--- config.mk ---
export PLATFORM = sky130hd
export DESIGN_NAME = mem_access_unit
export DESIGN_NICKNAME = d
export VERILOG_FILES = /design/src/rtl/mem_access_pkg.sv /design/src/rtl/mem_lane_align.sv /design/src/rtl/mem_access_unit.sv
export SDC_FILE = /design/constraint.sdc
export NUM_CORES = 1
export LEC_CHECK = 0
export ABC_AREA = 1
export BUFFER_PORTS_ARGS = -buffer_cell sky130_fd_sc_hd__buf_2
export CORE_MARGIN = 1
export CORE_UTILIZATION = 53
export CTS_CLUSTER_SIZE = 40
export DETAILED_ROUTE_END_ITERATION = 16
export PLACE_DENSITY_LB_ADDON = 0.05
export SLEW_MARGIN = 40
export SYNTH_ARGS = -nofsm -noshare
export SYNTH_HDL_FRONTEND = slang
export SYNTH_SLANG_ARGS = --single-unit
export TNS_END_PERCENT = 100
--- constraint.sdc ---
create_clock -name clock -period 1.8 [get_ports clock]
set_input_delay 0.18 -clock clock [delete_from_list [all_inputs] [get_ports clock]]
set_output_delay 0.18 -clock clock [all_outputs]
set_load 0.01 [all_outputs]
--- src/rtl/mem_access_pkg.sv ---
// mem_access_pkg: shared FSM state, access-size encodings and latency bound for the memory port
package mem_access_pkg;
  typedef enum logic [1:0] {IDLE, ISSUE, WAIT, RESP} state_t;
  localparam logic [1:0] SZ_BYTE = 2'd0;
  localparam logic [1:0] SZ_HALF = 2'd1;
  localparam logic [1:0] SZ_WORD = 2'd2;
  localparam int MAX_MEM_LATENCY = 7;
endpackage

--- src/rtl/mem_lane_align.sv ---
// mem_lane_align: sub-word store lane replication, byte enables and load extraction
module mem_lane_align import mem_access_pkg::*; (
  input  logic [1:0]  size,
  input  logic        sext,
  input  logic [1:0]  off,
  input  logic [31:0] wdata,
  input  logic [31:0] rdata,
  output logic [31:0] wdata_lane,
  output logic [3:0]  be,
  output logic [31:0] rdata_ext
);
  logic [31:0] sh;
  assign sh = rdata >> {off, 3'b000};
  assign wdata_lane = size == SZ_BYTE ? {4{wdata[7:0]}} : size == SZ_HALF ? {2{wdata[15:0]}} : wdata;
  assign be = size == SZ_BYTE ? 4'b0001 << off : size == SZ_HALF ? 4'b0011 << off : 4'b1111;
  assign rdata_ext = size == SZ_BYTE ? {{24{sext & sh[7]}}, sh[7:0]} :
                     size == SZ_HALF ? {{16{sext & sh[15]}}, sh[15:0]} : rdata;
endmodule

--- src/rtl/mem_access_unit.sv ---
// mem_access_unit: valid/ready memory port to a fixed-latency SRAM with alignment/range checks; MEM_SUBWORD_EN adds byte/half accesses
module mem_access_unit import mem_access_pkg::*; #(
  parameter int DEPTH = 1024,
  parameter int AW = $clog2(DEPTH),
  parameter int MEM_LATENCY = 1
) (
  input  logic          clock,
  input  logic          reset,
  input  logic          req_valid,
  output logic          req_ready,
  input  logic          req_write,
  input  logic [31:0]   req_addr,
  input  logic [31:0]   req_wdata,
  output logic          rsp_valid,
  output logic [31:0]   rsp_rdata,
  output logic          rsp_err,
  output logic          mem_en,
  output logic          mem_we,
  output logic [AW-1:0] mem_addr,
  output logic [31:0]   mem_wdata,
  input  logic [31:0]   mem_rdata
`ifdef MEM_SUBWORD_EN
  ,
  input  logic [1:0]    req_size,
  input  logic          req_sext,
  output logic [3:0]    mem_be
`endif
);
  localparam int CW = $clog2(MAX_MEM_LATENCY + 1);
  state_t state;
  logic wr, err;
  logic [AW-1:0] idx, addr_q;
  logic [31:0] wdata, wdata_q, wr_data, rd_data;
  logic [CW-1:0] cnt;
`ifdef MEM_SUBWORD_EN
  logic [1:0] size, off;
  logic sext;
  logic [3:0] be;
  assign err = req_size == 2'd3 || (req_size == SZ_HALF && req_addr[0]) ||
               (req_size == SZ_WORD && req_addr[1:0] != 2'b00) || req_addr[31:2] >= 30'(DEPTH);
  mem_lane_align u_align (
    .size(size), .sext(sext), .off(off), .wdata(wdata), .rdata(mem_rdata),
    .wdata_lane(wr_data), .be(be), .rdata_ext(rd_data)
  );
  assign mem_be = mem_we ? be : 4'b0000;
`else
  assign err = req_addr[1:0] != 2'b00 || req_addr[31:2] >= 30'(DEPTH);
  assign wr_data = wdata;
  assign rd_data = mem_rdata;
`endif
  assign req_ready = state == IDLE;
  assign rsp_valid = state == RESP;
  assign mem_en = state == ISSUE;
  assign mem_we = mem_en && wr;
  assign mem_addr = mem_en ? idx : addr_q;
  assign mem_wdata = mem_en ? wr_data : wdata_q;
  always_ff @(posedge clock) begin
    if (reset) begin
      state <= IDLE;
      wr <= 1'b0;
      idx <= '0;
      wdata <= '0;
      cnt <= '0;
      addr_q <= '0;
      wdata_q <= '0;
      rsp_rdata <= '0;
      rsp_err <= 1'b0;
`ifdef MEM_SUBWORD_EN
      size <= SZ_WORD;
      sext <= 1'b0;
      off <= 2'b00;
`endif
    end else begin
      case (state)
        IDLE: if (req_valid) begin
          wr <= req_write;
          idx <= req_addr[AW+1:2];
          wdata <= req_wdata;
          rsp_err <= err;
`ifdef MEM_SUBWORD_EN
          size <= req_size;
          sext <= req_sext;
          off <= req_addr[1:0];
`endif
          state <= err ? RESP : ISSUE;
        end
        ISSUE: begin
          addr_q <= mem_addr;
          wdata_q <= mem_wdata;
          cnt <= CW'(MEM_LATENCY - 1);
          state <= wr ? RESP : WAIT;
        end
        WAIT: begin
          cnt <= cnt - 1'b1;
          if (cnt == '0) begin
            rsp_rdata <= rd_data;
            state <= RESP;
          end
        end
        RESP: state <= IDLE;
      endcase
    end
  end
endmodule

==> impl_metrics.prom <==
# TYPE chip_impl_metric gauge
chip_impl_metric{name="synth.yosys.seq_area_share",unit="%"} 51.8
chip_impl_metric{name="num_antenna_cells",unit=""} 0
chip_impl_metric{name="netSwitchingPower",unit="W"} 0.00359
chip_impl_metric{name="cts.reportedPaths.clkPinSlew",unit="ns"} 0.06
chip_impl_metric{name="p_leak",unit="nW"} 3.45
chip_impl_info{name="top_cells_by_area_in_the_synthesized_netlist",value="sky130_fd_sc_hd__dfxtp_1, sky130_fd_sc_hd__nand2_1, sky130_fd_sc_hd__a21oi_1"} 1
chip_impl_info{name="synth_top_area_cell",value="sky130_fd_sc_hd__dfxtp_1"} 1
chip_impl_metric{name="vias_in_the_first_global_route",unit=""} 5051
chip_impl_metric{name="worst-slew-pin-transition",unit="ns"} 0.819
chip_impl_metric{name="cellPowerDensity",unit="mW/mm²"} 1480
chip_impl_metric{name="syn2layout_area_growth",unit="%"} 52.3
chip_impl_info{name="clock-root-buffer",value="sky130_fd_sc_hd__clkbuf_8"} 1
chip_impl_metric{name="maxSlewHeadroom",unit="%"} 45.4
chip_impl_metric{name="drc",unit=""} 0
chip_impl_info{name="cts_tree",value="done"} 1
chip_impl_metric{name="fillers",unit=""} 555
chip_impl_metric{name="last_weighted_congestion_value_of_the_routability_driven_placer",unit=""} 0.732
chip_impl_info{name="crit_type",value="reg2out"} 1
chip_impl_metric{name="vias_per_cell",unit=""} 5.09
chip_impl_metric{name="antenna_left",unit=""} 0
chip_impl_metric{name="grt_first_pass_wirelength",unit="µm"} 22700
chip_impl_metric{name="yosysWarningCount",unit=""} 0
chip_impl_metric{name="core_area",unit="mm²"} 0.00872
chip_impl_metric{name="timing.final.crit_share",unit="%"} 100
chip_impl_metric{name="synth_instances",unit=""} 621
chip_impl_info{name="start_kind",value="flop"} 1
chip_impl_info{name="hold_path_class",value="in2reg"} 1
chip_impl_metric{name="timing_hold_violations_final",unit=""} 0
chip_impl_metric{name="crit_path_max_fanout",unit=""} 9
chip_impl_metric{name="required",unit="ns"} 1.62
chip_impl_metric{name="cts_inserted_buffers",unit=""} 17
chip_impl_metric{name="grt_overflow_total",unit=""} 0
chip_impl_info{name="outcome",value="complete, no violations"} 1
chip_impl_metric{name="power_switching_share",unit="%"} 33.4
chip_impl_metric{name="asyncSetResetFlopFracSynth",unit="%"} 0
chip_impl_metric{name="port_buffers",unit=""} 178
chip_impl_metric{name="post-synth-top-area-fraction",unit="%"} 51.8
chip_impl_metric{name="boundaryPins",unit=""} 179
chip_impl_metric{name="final_hpwl_from_detailed_placement",unit="µm"} 7630
chip_impl_metric{name="pin_count_of_the_biggest_net_entering_global_routing",unit=""} 76
chip_impl_metric{name="pwr-share-clk",unit="%"} 34.3
chip_impl_info{name="critPathCaptureType",value="primary output"} 1
chip_impl_metric{name="design.final.nets",unit=""} 976
chip_impl_metric{name="synth.avg_cell_area",unit="µm²"} 7.66
chip_impl_metric{name="min_delay_path_depth",unit=""} 7
chip_impl_info{name="grt_setup_unrepaired",value="true"} 1
chip_impl_metric{name="cts.path.max_buffers",unit=""} 2
chip_impl_metric{name="clock_skew",unit="ns"} 0.00602
chip_impl_metric{name="htreeDepth",unit=""} 4
chip_impl_metric{name="detail_route.wirelength",unit="µm"} 13900
chip_impl_metric{name="cellInternalPower",unit="W"} 0.00716
chip_impl_metric{name="max-vdd-ir-drop",unit="mV"} 0.913
chip_impl_info{name="ys.flop_type",value="sky130_fd_sc_hd__dfxtp_1"} 1
chip_impl_metric{name="worst_skew_pair.late_latency",unit="ns"} 0.51
chip_impl_info{name="post-synth-top-count-cell",value="sky130_fd_sc_hd__nand2_1"} 1
chip_impl_metric{name="globalRouteTotalUtil",unit="%"} 30.1
chip_impl_metric{name="synth_cell_types",unit=""} 23
chip_impl_metric{name="setup_total_negative_slack",unit="ns"} 0
chip_impl_metric{name="drt_first_pass_iters",unit=""} 4
chip_impl_metric{name="period_needed",unit="ns"} 1.80
chip_impl_metric{name="mappedNetlistNets",unit=""} 727
chip_impl_metric{name="num_rows",unit=""} 34
chip_impl_metric{name="dpl-instance-area",unit="mm²"} 0.00561
chip_impl_metric{name="layout-drive-gt1-share",unit="%"} 30.2
chip_impl_metric{name="p_comb_share",unit="%"} 32.3
chip_impl_metric{name="max_cap_viol_count",unit=""} 0
chip_impl_metric{name="yosys_register_bits",unit=""} 123
chip_impl_metric{name="area_of_the_die",unit="mm²"} 0.00936
chip_impl_metric{name="post_drt_wl_per_cell",unit="µm"} 14.0
chip_impl_metric{name="grt_antenna_before_repair",unit=""} 0
chip_impl_metric{name="number_of_cells_on_the_worst_reg_to_reg_path",unit=""} 8
chip_impl_metric{name="cell_area_after_layout",unit="mm²"} 0.00724
chip_impl_metric{name="critPathArrivalTime",unit="ns"} 1.62
chip_impl_metric{name="hold-worst-slack",unit="ns"} 0.0876
chip_impl_metric{name="die_width",unit="µm"} 96.7
chip_impl_metric{name="die_y",unit="µm"} 96.7
chip_impl_metric{name="drt_iter0_markers",unit=""} 183
chip_impl_metric{name="tritoncts_num_sinks",unit=""} 123
chip_impl_metric{name="setup_viol",unit=""} 0
chip_impl_metric{name="fin_util",unit="%"} 83.1
chip_impl_metric{name="sequentialPowerShare",unit="%"} 33.4
chip_impl_metric{name="synth_edf_count",unit=""} 0
chip_impl_metric{name="initial_core_util",unit="%"} 54.5
chip_impl_metric{name="final-max-slew-violation-count",unit=""} 0
chip_impl_metric{name="mapped_cell_area",unit="mm²"} 0.00476
chip_impl_info{name="synth_top_cells_by_count",value="sky130_fd_sc_hd__nand2_1, sky130_fd_sc_hd__dfxtp_1, sky130_fd_sc_hd__nor2_1"} 1
chip_impl_metric{name="vias",unit=""} 5041
chip_impl_metric{name="maximum_operating_frequency",unit="GHz"} 0.556
## power by group through the flow
stage,Combinational [W],Clock [W],Sequential (W)
final,0.00347,0.00369,0.00360
after global routing,0.00380,0.00385,0.00366
after CTS,0.00326,0.00372,0.00358
after detailed placement,0.00289,0,0.00362
after global placement,0.00279,0,0.00360
after floorplan,0.00209,0,0.00366
## layer usage
metal / up-vias / share of wire [%] / GRT usage [%]
met5: - / 0 / 0
met4: 0 / 3.4 / 16.0
met3: 48 / 5.1 / 6.65
met2: 191 / 53 / 54.5
met1: 2303 / 39 / 32.5
li1: 2499 / - / -
## sequential cells by signal, summed over array words and instances, names as in the netlist
register   flops
addr_q        10
cnt            3
idx           10
rsp_err        1
rsp_rdata     32
state          2
wdata         32
wdata_q       32
wr             1
## kinds of logic (layout without fill, tap and decap cells)
| group | after synthesis | in the layout | synth area share, % |
|---|---|---|---|
| compound gates | 128 | 128 | 13.5 |
| xor+xnor | 1 | 1 | 0.184 |
| fa+ha+maj | 6 | 6 | 1.58 |
| buf+inv | 53 | 315 | 6.97 |
| flops | 123 | 123 | 51.8 |
| simple gates | 310 | 310 | 26.0 |
## layout by cell type, fill, tap and decap left out, types with 3 or more instances in the layout
| master | instances |
|---|---|
| sky130_fd_sc_hd__nand3_1 | 33 |
| sky130_fd_sc_hd__clkbuf_16 | 18 |
| sky130_fd_sc_hd__clkinv_4 | 4 |
| sky130_fd_sc_hd__a21oi_1 | 78 |
| sky130_fd_sc_hd__inv_1 | 7 |
| sky130_fd_sc_hd__buf_12 | 3 |
| sky130_fd_sc_hd__nor2_1 | 104 |
| sky130_fd_sc_hd__nand2_2 | 28 |
| sky130_fd_sc_hd__bufinv_16 | 5 |
| sky130_fd_sc_hd__nand2_1 | 140 |
| sky130_fd_sc_hd__ha_1 | 5 |
| sky130_fd_sc_hd__dlygate4sd3_1 | 75 |
| sky130_fd_sc_hd__clkinvlp_4 | 3 |
| sky130_fd_sc_hd__buf_2 | 177 |
| sky130_fd_sc_hd__buf_4 | 9 |
| sky130_fd_sc_hd__o21ai_1 | 17 |
| sky130_fd_sc_hd__o21ai_0 | 32 |
| sky130_fd_sc_hd__dfxtp_1 | 121 |
| sky130_fd_sc_hd__inv_2 | 3 |
## per-stage QoR
step	total power [W]	worst slack, ns	std cells
finish	0.0108	0.000871	991
detailed placement	0.00652	0.243	878
CTS	0.0106	-0.000399	989
global route	0.0113	-0.0815	991
floorplan	0.00575	0.435	621
global placement	0.00639	0.328	878
## worst max-delay path, stage by stage, from the launching register on
cell and delay (ns):
sky130_fd_sc_hd__dfxtp_2 0.32, sky130_fd_sc_hd__inv_2 0.07, sky130_fd_sc_hd__ha_4 0.21, sky130_fd_sc_hd__inv_8 0.07, sky130_fd_sc_hd__clkbuf_16 0.17, sky130_fd_sc_hd__nand2_1 0.08, sky130_fd_sc_hd__nand2_1 0.06, sky130_fd_sc_hd__buf_2 0.13
## final cells by class
cell class | count | area (µm²) | share of cell area, %
Inverter | 13 | 63.8 | 0.881
Multi-Input combinational cell | 445 | 2050 | 28.3
Sequential cell | 123 | 2460 | 34.0
Clock buffer | 19 | 432 | 5.96
Tap cell | 108 | 135 | 1.87
Clock inverter | 13 | 216 | 2.99
Timing Repair Buffer | 270 | 1880 | 26.0
## worst paths after layout
path | startpoint | endpoint | slack [ns]
hold / removal | req_addr[31] | rsp_err | 0.09
setup reg to reg | state[1] | wdata[30] | 0.19
hold reg to reg | rsp_rdata[24] | rsp_rdata[24] | 0.46
setup / recovery | state[1] | mem_wdata[19] | 0.0009
## what timing repair did
item | in CTS | in global routing
buffers inserted | 3 | 0
hold buffers | 75 | 0
cloned | 1 | 2
pin swaps | 2 | 0
endpoints found under the setup margin | 43 | 61
gates resized for setup | 17 | 30
endpoints found under the hold margin | 75 | 0
Power figures use the tool's default switching activity.
